**config.mk**
```make
export PLATFORM = sky130hd
export DESIGN_NAME = instr_fetch
export DESIGN_NICKNAME = d
export VERILOG_FILES = /design/src/rtl/instr_fetch.sv
export SDC_FILE = /design/constraint.sdc
export NUM_CORES = 1
export LEC_CHECK = 0
export BUFFER_PORTS_ARGS = -buffer_cell sky130_fd_sc_hd__buf_2
export CORE_ASPECT_RATIO = 1.2
export CORE_MARGIN = 2
export CORE_UTILIZATION = 51
export CTS_BUF_LIST = sky130_fd_sc_hd__clkbuf_8 sky130_fd_sc_hd__clkbuf_16
export CTS_CLUSTER_DIAMETER = 200
export DETAILED_ROUTE_END_ITERATION = 8
export PLACE_DENSITY = 0.76
export SYNTH_ARGS = -nofsm -noshare
export SYNTH_HDL_FRONTEND = slang
export SYNTH_SLANG_ARGS = --single-unit
export TNS_END_PERCENT = 30
```
**constraint.sdc**
```tcl
create_clock -name clk -period 6 [get_ports clk]
set_input_delay 0.6 -clock clk [delete_from_list [all_inputs] [get_ports clk]]
set_output_delay 0.6 -clock clk [all_outputs]
set_load 0.02 [all_outputs]
```
**src/rtl/instr_fetch.sv**
```systemverilog
// Instruction fetch stage: sequential PC generation, single-outstanding
// instruction-memory request, {pc,instr} buffer toward decode, and
// redirect on a decode-stage flush.
module instr_fetch #(
    parameter logic [31:0] RESET_PC  = 32'h0000_0000,
    parameter int unsigned BUF_DEPTH = 2
) (
    input  logic        clk,
    input  logic        rst_n,
    output logic        o_imem_req,
    output logic [31:0] o_imem_addr,
    input  logic        i_imem_ack,
    input  logic [31:0] i_imem_data,
    input  logic        i_stall,
    input  logic        i_flush,
    input  logic [31:0] i_branch_pc,
    output logic [31:0] o_instr,
    output logic [31:0] o_pc,
    output logic        o_ce
);

    localparam int unsigned AW = $clog2(BUF_DEPTH);
    localparam int unsigned CW = $clog2(BUF_DEPTH + 1);
    localparam logic [CW-1:0] FULL = CW'(BUF_DEPTH);
    localparam logic [31:0] NOP = 32'h0000_0013;

    typedef enum logic [1:0] {IDLE, FETCH, DRAIN} state_t;

    state_t        state;
    logic [31:0]   fetch_pc;
    logic [31:0]   drain_addr;
    logic [31:0]   pc_mem    [BUF_DEPTH];
    logic [31:0]   instr_mem [BUF_DEPTH];
    logic [AW-1:0] rd_ptr;
    logic [AW-1:0] wr_ptr;
    logic [AW-1:0] rd_next;
    logic [CW-1:0] count;
    logic [CW-1:0] count_next;
    logic          push;
    logic          pop;

    // Request/address decode. A request raised while count<BUF_DEPTH stays
    // raised until acked because count cannot grow without that ack, so the
    // slot it needs is already reserved.
    always_comb begin
        o_imem_req  = ((state == FETCH) && (count < FULL)) || (state == DRAIN);
        o_imem_addr = (state == DRAIN) ? drain_addr : fetch_pc;
        push        = (state == FETCH) && o_imem_req && i_imem_ack;
        pop         = o_ce && !i_stall;
        rd_next     = rd_ptr + AW'(1);
        count_next  = count;
        if (push && !pop) begin
            count_next = count + CW'(1);
        end else if (!push && pop) begin
            count_next = count - CW'(1);
        end
    end

    // Fetch control FSM: state, next fetch address, and the address held
    // while draining a request made stale by a flush.
    always_ff @(posedge clk) begin
        if (!rst_n) begin
            state      <= IDLE;
            fetch_pc   <= RESET_PC;
            drain_addr <= RESET_PC;
        end else if (i_flush) begin
            fetch_pc <= i_branch_pc & 32'hFFFF_FFFC;
            case (state)
                IDLE:  state <= FETCH;
                FETCH: begin
                    if (o_imem_req && !i_imem_ack) begin
                        state      <= DRAIN;
                        drain_addr <= fetch_pc;
                    end
                end
                DRAIN: begin
                    if (i_imem_ack) begin
                        state <= FETCH;
                    end
                end
                default: state <= IDLE;
            endcase
        end else begin
            case (state)
                IDLE:  state <= FETCH;
                FETCH: begin
                    if (push) begin
                        fetch_pc <= fetch_pc + 32'd4;
                    end
                end
                DRAIN: begin
                    if (i_imem_ack) begin
                        state <= FETCH;
                    end
                end
                default: state <= IDLE;
            endcase
        end
    end

    // Buffer and registered decode-facing outputs. The head is kept in
    // o_pc/o_instr, so it only moves on a pop or on a push into empty.
    always_ff @(posedge clk) begin
        if (!rst_n) begin
            rd_ptr  <= '0;
            wr_ptr  <= '0;
            count   <= '0;
            o_ce    <= 1'b0;
            o_instr <= NOP;
            o_pc    <= RESET_PC;
        end else if (i_flush) begin
            rd_ptr <= '0;
            wr_ptr <= '0;
            count  <= '0;
            o_ce   <= 1'b0;
        end else begin
            if (push) begin
                pc_mem[wr_ptr]    <= fetch_pc;
                instr_mem[wr_ptr] <= i_imem_data;
                wr_ptr            <= wr_ptr + AW'(1);
            end
            if (pop) begin
                rd_ptr <= rd_next;
                if (count > CW'(1)) begin
                    o_pc    <= pc_mem[rd_next];
                    o_instr <= instr_mem[rd_next];
                end else if (push) begin
                    o_pc    <= fetch_pc;
                    o_instr <= i_imem_data;
                end
            end else if (push && (count == '0)) begin
                o_pc    <= fetch_pc;
                o_instr <= i_imem_data;
            end
            count <= count_next;
            o_ce  <= (count_next != '0);
        end
    end

endmodule

```
; After elaboration in Yosys (flattened, before gate mapping)
; Memory sizes are Yosys's and may differ from the RTL's.
; Cells that the tools add are included.
[classes]
add_sub_neg = 5
n_lt_le_gt_ge = 2
n_eq_ne = 5
n_mux = 23
bitwise_logic = 2
n_reduce_logical = 25
[ops]
columns = cell, count
row1 = $mux 32, 12
row2 = $add 32x3->32 const B, 1
row3 = $pmux 2 s3, 2
row4 = $mux 2, 5
row5 = $logic_and 1x1->1, 8
row6 = $reduce_bool 2->1, 4
row7 = $reduce_and 2->1, 3
row8 = $reduce_and 3->1, 2
row9 = $logic_not 1->1, 4
row10 = $logic_not 2->1, 2
row11 = $mux 1, 4
row12 = $ne 3x2->1 const B, 1
row13 = $add 1x1->1 const B, 2
row14 = $add 2x1->2 const B, 1
row15 = $eq 2x1->1 const B, 1
row16 = $eq 2x2->1 const B, 1
row17 = $gt 2x1->1 const B, 1
row18 = $lt 2x2->1 const B, 1
row19 = $ne 2x1->1 const B, 1
row20 = $ne 2x2->1 const B, 1
row21 = $not 1->1, 2
row22 = $reduce_or 2->1, 1
row23 = $sub 2x1->2 const B, 1
row24 = $logic_or 1x1->1, 1
[totals]
regBits = 135
ram_bits = 128
output_inout_bits = 98
elab_cells = 74
memories = 2
[memory_table]
columns = name, words, word_bits, read_ports, rd_ports_with_merged_regs, wr, line
row1 = instr_mem, 2, 32, 1, 0, 1, 33  ; logic [31:0] instr_mem [BUF_DEPTH];
row2 = pc_mem, 2, 32, 1, 0, 1, 32  ; logic [31:0] pc_mem [BUF_DEPTH];

; Depth between registers and ports, before layout
[logic_depth]
ltp_word = 10
depth_mapped = 9
mapped_depth_nobuf = 6

; Worst setup path after synthesis
; No wires, ideal clock.
[synth_timing]
kind = input to register
start = input port i_imem_ack
end = memory instr_mem[0][0], enable pin
setup_ns = 0.558
arrival_time_ns = 5.451
required_time_ns = 5.442
path_slack_ns = -0.009
path_stages = 4
path_buffers = 2
cell_sequence = nand4bb_1 clkbuf_1 clkbuf_1 nor3_1
[synth_between]
elab_chain_len = 5
[synth_rtl]
columns = element, line
row1 = start: declaration, 12  ; input logic i_imem_ack,
row2 = $logic_and 1x1->1, 48  ; push = (state == FETCH) && o_imem_req && i_imem_ack;
row3 = $mux 1, 117  ; if (push) begin
row4 = $mux 1, 111  ; end else if (i_flush) begin
row5 = $mux 1, 104  ; if (!rst_n) begin
row6 = $mux 1 (implied by the code), 119  ; instr_mem[wr_ptr] <= i_imem_data;
row7 = end: declaration, 33
; No other way between the ends.

; Worst setup path in the final report
[layout_timing]
start = input port rst_n
end = memory pc_mem[1][5], enable pin
[layout_between]
elab_chain_len = 2
[layout_rtl]
columns = element, line
row1 = start: declaration, 9  ; input logic rst_n,
row2 = $mux 1, 104
row3 = $mux 1 (implied by the code), 118  ; pc_mem[wr_ptr] <= fetch_pc;
row4 = end: declaration, 32
; No other way between the ends.

==> results.txt <==
The first global-routing pass estimated 38200 um of wire. The area enclosed by the die boundary was 22800 um2. STA puts the critical path data arrival time at 3160 ps. Count of cells along the worst hold path: 1. The proportion of synthesized flip-flops having asynchronous set or reset was 0; the number of remaining DRC errors was 0. The chip width was 138 um.

For the worst flop-to-flop path, the logic depth is 5. The net count of the finished layout is 1186. The later-pin clock latency in the skew report is 530 ps, and the aggregate global-route resource usage is 0.203.

For the core footprint, the log shows 21100 um2. For the number of antenna violations at the first check in global routing, the log shows 1. The maximum achievable frequency came out at 0.336 GHz. Once placement finished, the instance area stood at 11900 um2. Counting I/O delays and the setup requirement, the final critical path takes 2980 ps.

The worst-case IR drop observed on VDD is 0.000200 V. Maximum clock skew at final layout: 14.7 ps. The run finished with clean final reports.

The I/O pin count was 167. The total of buffers placed on input and output ports is 160, and the number of buffers created by CTS is 26. The endpoint identified for the worst register-to-register timing path is pc_mem[1][5]. The worst setup path is launched from an input port. Number of optimization iterations in the first detailed-route pass: 5. Once detail routing completed, the nets flagged for antenna violations numbered 0.

The share of post-route cells with drive strength above 1 is 0.228, and the detailed-placement wirelength estimate is 15300 um. The number of maximum-capacitance constraint violations is 0, and the setup fix buffers added after clock tree synthesis is 0. For the final routed database, the setup TNS stands at 0 ps. The tools report the pre-CTS setup slack as 2440 ps. Summing over every cut layer, the via total after detailed routing is 8037.

Once routing completed, OpenROAD measured the worst setup slack at 3020 ps. The total power consumption of the routed design was 3.82 mW; the fraction of post-synthesis cell area in the top cell type by area was 0.338. Master cell of the clock root buffer: clkbuf_16. Initial core utilization: 0.522. In this run, the number of DRC markers left after iteration 0 of detailed routing was 525. Kind of path behind the tightest hold check: input port to flop. Among all flip-flop cells after synthesis, the most frequent one is dfxtp_1. In this run the worst path has a maximum fanout of 50. Yosys printed 0 warnings.

The worst hold path begins at i_imem_data[10]. The deepest level of the CTS H-tree was 1. The number of gates resized after CTS was 0. The worst max-slew margin expressed relative to the limit was 0.184; the power density over the cells was 298 nW/um2. For the worst setup slack for register-to-register paths, the log shows 3210 ps. The worst hold path terminates at instr_mem[0][10]. Area added between synthesis and finish: 16.2%. Setup repair after global routing left no endpoint under its margin. Final period utilization: 0.496. The setup path with the least slack is of type input port to flop.

The floorplan has 58 rows. The run gives 0 as the number of hold-slack violations in the final timing report. The deepest clock path buffer count was 3.

For the pin with the worst max-slew slack, the measured transition is 1220 ps. The most area-hungry cell type in the Yosys netlist was edfxtp_1. The most common cell in the synthesized netlist is nand2_1.

Yosys mapped a number of flops with a built-in enable equal to 124. For this run the aggregate overflow at the end of global routing stands at 0. The logs give 7508 for the via count of the first global-routing pass and 0.607 for the final standard cell utilization of the core. The tree built by TritonCTS fans out to 253 sinks. The portion of the post-synthesis area used by sequential elements is 0.572. The logs give 0.788 for the global placement routability congestion and 4.82 nW for the leakage power. The count of different cell masters after synthesis was 56; the required time of the critical path was 6180 ps. Sorting the synthesized cells by area gives the leading types as edfxtp_1 34%, dfxtp_1 23%, mux2i_1 11%, nand2_1 6.8%, o211ai_1 4.2%. For the number of standard cells after synthesis, the log shows 1003. After clock tree synthesis, the clock-pin slew on the worst setup and hold paths is 60 ps. In this run the cell area of the synthesized design comes to 11000 um2.

Entering global routing, the biggest net connects 104 pins. The tools report the number of slew-limit violations in the final report as 0. Summed over all layers, the routed wires come to 24100 um.

The final setup violation count was 0. TritonCTS built the clock tree. By count the netlist is led by 200 x nand2_1, 129 x dfxtp_1, 124 x edfxtp_1.

STA classifies the critical path endpoint as a flop. Averaged over all synthesized cells, the footprint is 11.0 um2. The reg-to-reg startpoint is count[1]. In the final routed layout, each cell accounts on average for 17.2 um. The die is 165 um tall. Using the TritonRoute via totals, the vias-per-cell ratio works out to 5.72. The number of hold buffers added after CTS was 0. In this run, synthesis produced a sequential element count of 253. The post-layout instance area is 12800 um2.
## metal layers
| metal | GRT usage | vias up | part of all wire |
|---|---|---|---|
| met2 | 0.339 | 244 | 0.48 |
| li1 | - | 3877 | - |
| met3 | 0.0326 | 34 | 0.051 |
| met5 | 0 | - | 0 |
| met1 | 0.271 | 3882 | 0.45 |
| met4 | 0.0756 | 0 | 0.023 |
## cell families (layout without fill, tap and decap cells)
kind of cell | after synthesis | count (layout) | synth area share
buffers and inverters | 101 | 229 | 0.0385
other | 1 | 5 | 0.000340
AND/OR/NAND/NOR | 307 | 307 | 0.131
AO/OA/AOI/OAI | 176 | 176 | 0.105
multiplexers | 152 | 152 | 0.141
XOR/XNOR | 10 | 10 | 0.00919
adder cells (fa/ha/maj) | 3 | 3 | 0.00341
flip-flops | 253 | 253 | 0.572
## critical path, cell delays in order
cell,delay (ps)
buf_4,420
nand2b_1,400
nor2_1,370
and2_2,810
buf_4,510
## how the worst max path moves through the flow
stage	startpoint	to	slack (ps)	depth (start not counted)
4_1_cts	rst_n	pc_mem[1][11]	3020	5
3_5_place_dp	rst_n	pc_mem[1][7]	2440	5
5_1_grt	rst_n	pc_mem[1][11]	2810	5
6_report	rst_n	pc_mem[1][5]	3020	5
2_1_floorplan	i_imem_ack	instr_mem[0][0]	1930	4
3_3_place_gp	rst_n	instr_mem[1][17]	2540	5
## flip-flops by register name, summed over array words and instances, names as in the netlist
| name | count |
|---|---|
| drain_addr | 30 |
| wr_ptr | 1 |
| pc_mem | 60 |
| rd_ptr | 1 |
| instr_mem | 64 |
| state | 2 |
| o_ce | 1 |
| fetch_pc | 30 |
| count | 2 |
| o_pc | 30 |
| o_instr | 32 |
## layout make-up
class                      count  area [um2]
timing repair buffer         173         901
fill                        1713        8300
clock inverter                16         130
tap                          270         338
antenna                        1        2.50
multi-input combinational    652        4350
sequential                   253        6310
inverter                       8        30.0
clock buffer                  32         756
## report_power, final
group          switching (mW)  internal, mW  leakage (nW)
registers              0.0577          1.86          2.19
logic                   0.161         0.108          2.18
clock network           0.657         0.976         0.452
## cells in the final DEF, fill, tap and decap left out, types with 5 or more instances in the layout
cell,instances
o211ai_1,61
or4_1,13
inv_1,13
nand2_1,200
nor4_1,6
xnor2_1,7
clkbuf_16,28
buf_4,14
and4_1,6
buf_2,159
o31ai_1,6
mux2_2,30
a31oi_1,12
nor2b_1,5
o21ai_0,31
a21oi_1,39
dfxtp_1,128
nor3_1,11
nor2_1,8
nand3_1,13
mux2i_1,122
nand4_1,8
or3_1,10
a211oi_1,8
edfxtp_1,124
## through the flow
step | hold WS, ps | std cells
CTS | 262 | 1404
detailed placement | 445 | 1356
global placement | 438 | 1356
global route | 264 | 1405
floorplan | 420 | 1006
finish | 281 | 1405
Power figures use the tool's default switching activity.
